## config.mk

```make
export PLATFORM = sky130hd
export DESIGN_NAME = cpu_sequencer
export DESIGN_NICKNAME = d
export VERILOG_FILES = /design/src/rtl/cpu_sequencer.sv
export SDC_FILE = /design/constraint.sdc
export NUM_CORES = 1
export LEC_CHECK = 0
export CAP_MARGIN = 15
export CORE_MARGIN = 5
export CORE_UTILIZATION = 30
export CTS_BUF_LIST = sky130_fd_sc_hd__clkbuf_8
export DETAILED_ROUTE_END_ITERATION = 6
export MAX_ROUTING_LAYER = met4
export PLACE_DENSITY_LB_ADDON = 0.25
export RECOVER_POWER = 25
export SLEW_MARGIN = 20
export SYNTH_ARGS = -nofsm -noshare
export SYNTH_HDL_FRONTEND = slang
export SYNTH_SLANG_ARGS = --single-unit
```

## constraint.sdc

```tcl
create_clock -name clk -period 2.02 [get_ports clk]
set_input_delay 0.202 -clock clk [delete_from_list [all_inputs] [get_ports clk]]
set_output_delay 0.202 -clock clk [all_outputs]
set_load 0.03 [all_outputs]
```

## src/rtl/cpu_sequencer.sv

```systemverilog
`default_nettype none
// ============================================================================
// cpu_sequencer : multi-cycle control FSM for the 8-bit CPU        rev 1.0
// ============================================================================
module cpu_sequencer #(
   parameter int CNT_W = 8
) (
   input  logic             clk,
   input  logic             rst_n,
   input  logic             run,
   input  logic             dec_ip,
   input  logic             dec_op,
   input  logic             dec_load,
   input  logic             dec_add,
   input  logic             dec_jump,
   input  logic             dec_jumpz,
   input  logic             dec_jumpnz,
   input  logic             dec_jumpc,
   input  logic             dec_jumpnc,
   input  logic             dec_sub,
   input  logic             dec_bitand,
   input  logic             alu_zero,
   input  logic             alu_carry,
   input  logic             mem_ack,
   input  logic             in_valid,
   input  logic             out_ready,
   output logic             mem_req,
   output logic             ir_load,
   output logic             arg_load,
   output logic             pc_inc,
   output logic             pc_load,
   output logic             acc_load,
   output logic [2:0]       acc_sel,
   output logic             in_ready,
   output logic             out_valid,
   output logic             flag_z,
   output logic             flag_c,
   output logic             illegal,
   output logic [CNT_W-1:0] retired,
   output logic [2:0]       state
);

   typedef enum logic [2:0] {
      S_IDLE   = 3'd0,
      S_FETCH  = 3'd1,
      S_DECODE = 3'd2,
      S_ARG    = 3'd3,
      S_EXEC   = 3'd4,
      S_IN     = 3'd5,
      S_OUT    = 3'd6,
      S_ERROR  = 3'd7
   } state_t;

   localparam logic [2:0] SEL_ARG = 3'd0;
   localparam logic [2:0] SEL_ADD = 3'd1;
   localparam logic [2:0] SEL_SUB = 3'd2;
   localparam logic [2:0] SEL_AND = 3'd3;
   localparam logic [2:0] SEL_IN  = 3'd4;

   state_t      state_q;
   state_t      state_d;
   logic        flag_upd;
   logic        illegal_set;
   logic        retire;
   logic [10:0] dec_vec;

   assign dec_vec = {dec_bitand, dec_sub, dec_jumpnc, dec_jumpc, dec_jumpnz,
                     dec_jumpz, dec_jump, dec_add, dec_load, dec_op, dec_ip};
   assign state   = state_q;

   always_ff @(posedge clk or negedge rst_n) begin
      if (!rst_n) begin
         state_q <= S_IDLE;
         flag_z  <= 1'b0;
         flag_c  <= 1'b0;
         illegal <= 1'b0;
         retired <= '0;
      end else begin
         state_q <= state_d;
         if (flag_upd) begin
            flag_z <= alu_zero;
            flag_c <= alu_carry;
         end
         if (illegal_set) begin
            illegal <= 1'b1;
         end
         if (retire) begin
            retired <= retired + CNT_W'(1);
         end
      end
   end

   always_comb begin
      state_d     = state_q;
      mem_req     = 1'b0;
      ir_load     = 1'b0;
      arg_load    = 1'b0;
      pc_inc      = 1'b0;
      pc_load     = 1'b0;
      acc_load    = 1'b0;
      acc_sel     = SEL_ARG;
      in_ready    = 1'b0;
      out_valid   = 1'b0;
      flag_upd    = 1'b0;
      illegal_set = 1'b0;
      retire      = 1'b0;

      case (state_q)
         S_IDLE: begin
            if (run) begin
               state_d = S_FETCH;
            end
         end
         S_FETCH: begin
            mem_req = 1'b1;
            if (mem_ack) begin
               ir_load = 1'b1;
               pc_inc  = 1'b1;
               state_d = S_DECODE;
            end
         end
         S_DECODE: begin
            if (!$onehot(dec_vec)) begin
               illegal_set = 1'b1;
               state_d     = S_ERROR;
            end else if (dec_ip) begin
               state_d = S_IN;
            end else if (dec_op) begin
               state_d = S_OUT;
            end else begin
               state_d = S_ARG;
            end
         end
         S_ARG: begin
            mem_req = 1'b1;
            if (mem_ack) begin
               arg_load = 1'b1;
               pc_inc   = 1'b1;
               state_d  = S_EXEC;
            end
         end
         S_EXEC: begin
            retire  = 1'b1;
            state_d = S_FETCH;
            // IR is still stable here, so the strobes select the operation directly
            if (dec_load) begin
               acc_load = 1'b1;
            end else if (dec_add) begin
               acc_load = 1'b1;
               acc_sel  = SEL_ADD;
               flag_upd = 1'b1;
            end else if (dec_sub) begin
               acc_load = 1'b1;
               acc_sel  = SEL_SUB;
               flag_upd = 1'b1;
            end else if (dec_bitand) begin
               acc_load = 1'b1;
               acc_sel  = SEL_AND;
               flag_upd = 1'b1;
            end else if (dec_jump) begin
               pc_load = 1'b1;
            end else if (dec_jumpz) begin
               pc_load = flag_z;
            end else if (dec_jumpnz) begin
               pc_load = !flag_z;
            end else if (dec_jumpc) begin
               pc_load = flag_c;
            end else if (dec_jumpnc) begin
               pc_load = !flag_c;
            end
         end
         S_IN: begin
            in_ready = 1'b1;
            acc_sel  = SEL_IN;
            if (in_valid) begin
               acc_load = 1'b1;
               retire   = 1'b1;
               state_d  = S_FETCH;
            end
         end
         S_OUT: begin
            out_valid = 1'b1;
            if (out_ready) begin
               retire  = 1'b1;
               state_d = S_FETCH;
            end
         end
         S_ERROR: begin
            state_d = S_ERROR;
         end
         default: begin
            state_d = S_ERROR;
         end
      endcase
   end

endmodule
`default_nettype wire

```

==> impl_metrics.csv <==
group,metric,value,unit
status,status,"complete, but fails checks",
status,violations,"setup timing",
finish,layout_commonest_cell,"clkdlybuf4s50_1",
yosys,netlist.area_leader.share,0.3139,
cts,cts_buffer_depth,2,
placement,port-buffer-count,43,
placement,dp_slack,-1771,ps
yosys,synthesis.nets,145,
global_route,grt_pass1_vias,1100,
power_and_ir_drop,fin_total_pwr,2.169,mW
yosys,ys.flop_type,"dfrtp_1",
finish,mostFrequentLayoutCells,"clkdlybuf4s50_1, buf_4, dfrtp_1",
drt,ant_nets,0,
global_route,grt_overflow,0,
setup_path,arrival,3300,ps
sta,timing.final.crit_share,1.548,
power_and_ir_drop,power_leakage,0.8414,nW
sta,setup_ws,-1106,ps
placement,dpl.hpwl,2368,um
yosys,syn_area_per_cell,9.705,um^2
cts,cts_tree,"done",
drt,wire_per_inst,12.75,um
die,pin_count,44,
cts,cts.sinks,14,
placement,gp_congestion,0.8013,
yosys,synth_area_leaders,"dfrtp_1, fa_1, inv_1, ha_1, xnor2_1",
yosys,ys_ff_latch,14,
finish,fin_cells,218,
finish,nets,201,
setup_path,critPathKind,"primary input to flip-flop",
yosys,yosys.area.top_type,"dfrtp_1",
global_route,grt_pass1_wl,4912,um
die,core,3633,um^2
cts,clk_pin_slew,60,ps
sta,whs,420.8,ps
setup_path,worstSetupStartpointType,"primary input",
placement,dpl.cell_count,214,
die,start_util,0.3072,
sta,tightest_slew,636.2,ps
finish,antenna_cells,0,
yosys,syn_area,1116,um^2
yosys,yosysSeqAreaShare,0.3139,
power_and_ir_drop,p_clk_frac,0.125,
sta,max_freq,319.9,MHz
power_and_ir_drop,internal_power,1.186,mW
power_and_ir_drop,seq_power_share,0.241,
setup_path,critical_path.endpoint_type,"flip-flop",
global_route,grt_max_degree,15,
cts,numCtsBuffers,3,
cts,clkLatencyLatePin,240,ps
finish,area_delta_synth_final,54.48,%
min_path,hold_path.class,"primary input to asynchronous set/reset pin",
setup_path,reg2reg_slack,550,ps
drt,drc,0,
sta,final.setup_skew,4.296,ps
power_and_ir_drop,power_density,1258,nW/um^2
drt,vias,1018,
die,die_x,71.00,um
drt,dr.pass1.iters,4,
die,dieArea,5040,um^2
sta,maxSlewViolCount,0,
die,rows,22,
yosys,synth_enable_flop_cells,0,
setup_path,worst_ep_required_time,2190,ps
power_and_ir_drop,vdd_ir_drop_max,0.6102,mV
yosys,synthArstFlopShare,1.000,
power_and_ir_drop,swShare,0.4534,
finish,utilization,0.4745,
setup_path,crit_fanout,4,
power_and_ir_drop,switchingPower,0.9836,mW
cts,cts_max_level,1,
die,die_h,71.00,um
sta,finalHoldViolations,0,
drt,drt_iter0_markers,16,
sta,min_period,3126,ps
sta,relSlewSlack,0.5745,
cts,cts_root_buf,"clkbuf_8",
power_and_ir_drop,pwr-share-comb,0.634,
drt,avgViaCountPerCell,4.670,
yosys,yosysUniqueCellTypes,39,
yosys,syn-instance-count,115,
drt,wirelength,2779,um
global_route,grt_antenna_before_repair,0,
sta,setup_violations,4,
sta,rsz0062_at_grt,"true",
global_route,gr-usage-all-layers,0.1225,
job,drv_cap,0,
finish,drive_above_1_share,0.2294,
yosys,yosys_warnings,0,
## layout make-up
cell class | count | area [um^2]
Fill cell | 376 | 1909
Inverter | 15 | 56.30
Timing Repair Buffer | 55 | 504.2
Multi-Input combinational cell | 82 | 698.2
Clock buffer | 4 | 55.05
Sequential cell | 14 | 350.3
Tap cell | 48 | 60.06
## worst max-delay path, stage by stage
cell	delay (ps)
buf_8	100
fa_1	510
fa_1	510
inv_1	50
fa_1	490
inv_2	40
fa_2	340
inv_2	60
fa_1	420
nor4bb_4	170
nand2_1	60
nand4b_1	170
a21oi_1	180
## final timing paths
check / startpoint / end / cells after the start
max: dec_add / state[0]$_DFFE_PN0P_ / 13
min: rst_n / retired[0]$_DFFE_PN0P_ / 1
max reg2reg: state[0]$_DFFE_PN0P_ / retired[5]$_DFFE_PN0P_ / 5
min reg2reg: retired[7]$_DFFE_PN0P_ / retired[7]$_DFFE_PN0P_ / 1
max in group asynchronous: rst_n / retired[1]$_DFFE_PN0P_ / 1
min in group clk: dec_ip / state[1]$_DFFE_PN0P_ / 4
## timing repair
item,in CTS,in global routing
setup buffers,0,0
pin swaps,10,9
gates resized for setup,34,9
hold buffers,0,0
endpoints found under the setup margin,8,8
## sequential cells by signal (all words and copies together) (netlist names)
name and count:
flag_z 1, state 3, flag_c 1, illegal 1, retired 8
## power groups by stage
stage	Combinational [mW]	Sequential, mW	Clock [mW]
after floorplan	0.693	0.693	0
after global placement	1.35	0.526	0
after detailed placement	1.38	0.532	0
after CTS	1.38	0.529	0.277
after global routing	1.50	0.549	0.286
final	1.37	0.523	0.272
## metal layers
| metal | wire, um | track usage | vias to the layer above |
|---|---|---|---|
| li1 | - | - | 497 |
| met1 | 1212 | 0.1399 | 492 |
| met2 | 1403 | 0.2152 | 25 |
| met3 | 131 | 0.02841 | 4 |
| met4 | 31 | 0.03132 | 0 |
| met5 | 0 | - | - |
## cells in the mapped netlist, types with 3 or more instances
| cell | n |
|---|---|
| inv_1 | 15 |
| dfrtp_1 | 14 |
| nand2_1 | 8 |
| a21oi_1 | 7 |
| fa_1 | 7 |
| nor2_1 | 7 |
| nor2b_1 | 5 |
| xnor2_1 | 5 |
| ha_1 | 4 |
| nand4_1 | 4 |
| nand2b_1 | 3 |
| nand3_1 | 3 |
| nor3_1 | 3 |
## through the flow
stage | TNS, ps | cell area [um^2]
3_5_place_dp | -7346 | 1663
4_1_cts | -4660 | 1704
6_report | -4237 | 1724
2_1_floorplan | -4330 | 1119
3_3_place_gp | -6977 | 1663
5_1_grt | -4793 | 1724
## cell families after synthesis
logic type               share of synthesized area
flip-flops                                  0.3139
AND/OR/NAND/NOR                             0.2444
multiplexers                               0.03588
XOR/XNOR                                   0.06166
AO/OA/AOI/OAI                              0.09754
buffers and inverters                      0.07623
adder cells (fa/ha/maj)                     0.1704
(Power assumes the default switching activity.)
